File: src/rtl/pipe_hazard_ctrl.sv
// Pipeline hazard controller: load-use, taken-branch flush and data-memory wait stalls.
// Combinational enables/bubbles from current state and inputs; MEM_WAIT bounded by MEM_TIMEOUT.
module pipe_hazard_ctrl #(
  parameter int MEM_TIMEOUT = 16,
  parameter int CNT_W       = 16
) (
  input  logic             clk,
  input  logic             arst,
  input  logic [4:0]       id_rs1,
  input  logic [4:0]       id_rs2,
  input  logic [4:0]       ex_rd,
  input  logic             ex_memread,
  input  logic             mem_branch_taken,
  input  logic             dmem_req,
  input  logic             dmem_ready,
  output logic             pc_en,
  output logic             if_id_en,
  output logic             id_ex_en,
  output logic             ex_mem_en,
  output logic             mem_wb_en,
  output logic             if_id_hazard,
  output logic             id_ex_bubble,
  output logic             ex_mem_bubble,
  output logic             mem_wb_bubble,
  output logic             pc_sel_target,
  output logic             state,
  output logic [CNT_W-1:0] stall_cnt,
  output logic             timeout_err
);

  localparam int WC_W = $clog2(MEM_TIMEOUT + 1);

  typedef enum logic {RUN = 1'b0, MEM_WAIT = 1'b1} state_t;

  state_t          cur_state, nxt_state;
  logic [WC_W-1:0] wait_cnt, wait_nxt;
  logic            load_use, mem_stall, timeout_hit, hold;

  assign load_use  = ex_memread && (ex_rd != 5'd0) && ((ex_rd == id_rs1) || (ex_rd == id_rs2));
  assign mem_stall = dmem_req && !dmem_ready;

  assign timeout_hit = (cur_state == MEM_WAIT) && !dmem_ready &&
                       (wait_cnt >= WC_W'(MEM_TIMEOUT));
  // hold: this cycle freezes the front of the pipe and drains MEM/WB with a bubble
  assign hold = (cur_state == RUN) ? mem_stall : (!dmem_ready && !timeout_hit);

  always_ff @(posedge clk or posedge arst) begin
    if (arst) begin
      cur_state   <= RUN;
      wait_cnt    <= '0;
      timeout_err <= 1'b0;
    end else begin
      cur_state <= nxt_state;
      wait_cnt  <= wait_nxt;
      if (timeout_hit) timeout_err <= 1'b1;
    end
  end

  always_comb begin
    nxt_state = cur_state;
    wait_nxt  = wait_cnt;
    case (cur_state)
      RUN: begin
        if (mem_stall) begin
          nxt_state = MEM_WAIT;
          wait_nxt  = WC_W'(1);
        end
      end
      MEM_WAIT: begin
        if (hold) begin
          wait_nxt = wait_cnt + WC_W'(1);
        end else begin
          nxt_state = RUN;
          wait_nxt  = '0;
        end
      end
      default: begin
        nxt_state = RUN;
        wait_nxt  = '0;
      end
    endcase
  end

  always_comb begin
    pc_en         = 1'b0;
    if_id_en      = 1'b0;
    id_ex_en      = 1'b0;
    ex_mem_en     = 1'b0;
    mem_wb_en     = 1'b0;
    if_id_hazard  = 1'b0;
    id_ex_bubble  = 1'b0;
    ex_mem_bubble = 1'b0;
    mem_wb_bubble = 1'b0;
    pc_sel_target = 1'b0;
    if (!arst) begin
      if (hold) begin
        mem_wb_en     = 1'b1;
        mem_wb_bubble = 1'b1;
      end else begin
        pc_en     = 1'b1;
        if_id_en  = 1'b1;
        id_ex_en  = 1'b1;
        ex_mem_en = 1'b1;
        mem_wb_en = 1'b1;
        if (mem_branch_taken) begin
          pc_sel_target = 1'b1;
          if_id_hazard  = 1'b1;
          id_ex_bubble  = 1'b1;
          ex_mem_bubble = 1'b1;
        end else if (load_use) begin
          pc_en        = 1'b0;
          if_id_en     = 1'b0;
          id_ex_bubble = 1'b1;
        end
      end
    end
  end

  always_ff @(posedge clk or posedge arst) begin
    if (arst) begin
      stall_cnt <= '0;
    end else if (!pc_en && (stall_cnt != {CNT_W{1'b1}})) begin
      stall_cnt <= stall_cnt + CNT_W'(1);
    end
  end

  assign state = cur_state;

endmodule

File: config.mk
export PLATFORM = sky130hd
export DESIGN_NAME = pipe_hazard_ctrl
export DESIGN_NICKNAME = d
export VERILOG_FILES = /design/src/rtl/pipe_hazard_ctrl.sv
export SDC_FILE = /design/constraint.sdc
export NUM_CORES = 1
export LEC_CHECK = 0
export BUFFER_PORTS_ARGS = -buffer_cell sky130_fd_sc_hd__buf_2
export CORE_AREA = 3 3 59 61
export DETAILED_ROUTE_END_ITERATION = 12
export DIE_AREA = 0 0 62 64
export HOLD_SLACK_MARGIN = 0.03
export PLACE_DENSITY = 0.71
export SLEW_MARGIN = 25
export SYNTH_ARGS = -nofsm -noshare
export SYNTH_HDL_FRONTEND = slang
export SYNTH_SLANG_ARGS = --single-unit
File: constraint.sdc
create_clock -name clk -period 2.65 [get_ports clk]
set_input_delay 0.3975 -clock clk [delete_from_list [all_inputs] [get_ports clk]]
set_output_delay 0.3975 -clock clk [all_outputs]
set_load 0.02 [all_outputs]
==> impl_metrics.ini <==
[outcome]
status = finished clean

[synthesis]
ys_types = 36
ys_warn_count = 0
synth_top_area_share = 0.4340
synthFlopType = dfrtp_1
async_flop_share = 1.000
synthTopCellsByArea = dfrtp_1, xnor2_1, xor2_1
postSynthCellCount = 126
syn_nets = 149
synth_seq_cells = 23
ys_seq_area_frac = 0.4340
syn_area_um2 = 1326
synth-edff-count = 0
synth_top_cell_by_area = dfrtp_1
synth_area_per_cell_um2 = 10.53

[setup_path]
slowest_delay_ns = 0.46
arrival_ns = 1.84
cp.required_ns = 2.25
critPathBufInv = 1
crit_slowest_cell = dfrtp_1
worstSetupPathType = reg2out
worstPathMaxFanout = 7
setup.worst_path.start_class = flip-flop
crit_chain = nor2_1, a211oi_2, nor2_1, o31a_1, buf_2
end_kind = primary output
cp_common_cell = nor2_1
critPathTopFamily = simple AND/OR/NAND/NOR gates

[sta]
finalSetupTns_ns = 0
finalHoldViolCount = 0
tightestPinTransition_ns = 0.5032
skew_ns = 0.002338
drv_slew = 0
min_period_ns = 2.242
max_freq_mhz = 446.0
max_slew_margin = 0.6645
fin_crit_sh = 0.8460
rsz0062_at_grt = false
setup_viol = 0

[placed_design]
dp.final_hpwl_mm = 2.277
io_buffers = 48
place_congestion = 0.7524

[drt]
vias = 1078
finalWirelength_mm = 2.855
drc = 0
avgRoutedWirePerCell_um = 13.10
viasPerCell = 4.945
drt-initial-drc-count = 27
dr.pass1.iters = 4
final_antenna_net_count = 0

[global_route]
overflow = 0
grt_max_degree = 25
grt_usage = 0.1549
grt_pass1_vias = 1120
antenna_found_initial = 0
grt_pass1_wl_mm = 4.609

[clock_tree]
clkTransAtPathRegs_ns = 0.12
cts_made_buffers = 3
clk_path_buf_depth = 2
numClockSinks = 23
h-tree-depth = 1
post-cts-setup-buffers = 0
cts-resized-gates = 0
root_buffer = clkbuf_4
clk_latency_ns = 0.31
cts_tree = yes
cts-hold-fix-buffers = 0

[power_and_ir_drop]
p_per_area_nw_per_um2 = 633.3
p_leak_nw = 0.7917
irDropWorstVdd_mv = 0.5003
total_power_mw = 1.022

[floorplan]
design.core.area_um2 = 3028
io_pins = 49
row_count = 20
die_area_um2 = 3968
die_h_um = 64
die_w_um = 62
initial_utilization = 0.4380

[worst_hold_path]
hp-class = in2async

[job]
max_cap_violations = 0

[finish]
finish.net_count = 198
area_growth_pct = 21.70
n_antenna_cell = 0
drive_gt1_frac = 0.3793
==> per-stage QoR <==
step | instances | worst slack (ns) | cell area (um^2) | utilization | hold WS [ns]
3_3_place_gp | 214 | 0.6194 | 1588 | 0.5244 | 0.4507
2_1_floorplan | 126 | 0.4144 | 1326 | - | 0.4654
3_5_place_dp | 214 | 0.5237 | 1588 | 0.5244 | 0.4643
6_report | 218 | 0.4080 | 1614 | 0.5331 | 0.1368
5_1_grt | 218 | 0.2649 | 1614 | 0.5331 | 0.1514
4_1_cts | 218 | 0.3717 | 1614 | 0.5331 | 0.1394
==> flip-flops by register name, indices dropped and copies added (netlist names) <==
name and count:
stall_cnt 16, wait_cnt 5, timeout_err 1, state 1
==> worst paths after layout <==
path,start,endpoint,slack [ns],cells after the start
worst max-delay path,state$_DFF_PP0_,if_id_en,0.41,5
worst min-delay path,arst,stall_cnt[12]$_DFFE_PP0P_,0.14,3
worst max register to register,stall_cnt[0]$_DFFE_PP0P_,stall_cnt[1]$_DFFE_PP0P_,0.51,6
worst min register to register,timeout_err$_DFFE_PP0P_,timeout_err$_DFFE_PP0P_,0.48,1
max in group asynchronous,arst,stall_cnt[3]$_DFFE_PP0P_,2.29,3
min in group clk,dmem_ready,state$_DFF_PP0_,0.29,2
==> cell type report <==
type                    instances  area (um^2)
fillers                       284         1414
multi-input cells              93        690.7
flip-flops and latches         23        575.6
repair buffers                 49        247.7
well taps                      44        55.05
clock buffers                   4        26.28
inverters                       5        18.77
==> worst reg2reg max path: cells and delay by family, from the launching register on <==
kind	cells	cell delay, ns
muxes	1	0.37
DFF	1	0.46
AOI/OAI and AO/OA	2	0.77
and+or+nand+nor	2	0.17
adders and majority gates	1	0.26
==> layer usage <==
metal / part of all wire / routed length (um) / track usage / vias up
met5: 0 / 0 / 0 / -
met4: 0.017 / 48 / 0.07692 / 0
met3: 0.075 / 214 / 0.03434 / 6
met2: 0.48 / 1363 / 0.2720 / 44
met1: 0.43 / 1228 / 0.1656 / 497
li1: - / - / - / 531
==> power breakdown <==
| group | leakage [nW] | switching, mW | internal [mW] |
|---|---|---|---|
| sequential | 0.297 | 0.0978 | 0.414 |
| combinational | 0.479 | 0.206 | 0.145 |
| clock | 0.0150 | 0.100 | 0.0588 |
==> Yosys cell counts, drive strengths merged, types with 2 or more instances <==
cell,instances
nand2,11
and3,3
nand4,5
inv,5
o21ai,4
dfrtp,23
nand3,8
o22ai,2
nor3,4
ha,2
buf,5
nor2,10
xor2,13
xnor2,13
and2,2
==> cell families (layout without fill, tap and decap cells) <==
family / count (synthesis) / after routing / share of synthesized area
DFF: 23 / 23 / 0.4340
xor gates and xnor gates: 26 / 26 / 0.1717
and+or+nand+nor: 50 / 50 / 0.2236
muxes: 2 / 2 / 0.01604
adders and majority gates: 2 / 2 / 0.01886
buffers and inverters: 10 / 58 / 0.04528
AOI/OAI and AO/OA: 13 / 13 / 0.09057
==> cell usage in the layout (no fill, tap or decap), drive strengths merged, types with 3 or more instances in the layout <==
| master | instances |
|---|---|
| nand3 | 8 |
| nand4 | 5 |
| inv | 5 |
| buf | 49 |
| nor2 | 10 |
| clkbuf | 4 |
| and3 | 3 |
| xnor2 | 13 |
| nand2 | 11 |
| dfrtp | 23 |
| xor2 | 13 |
| nor3 | 4 |
| o21ai | 4 |
Note: power is estimated with default switching activity, not from simulation.
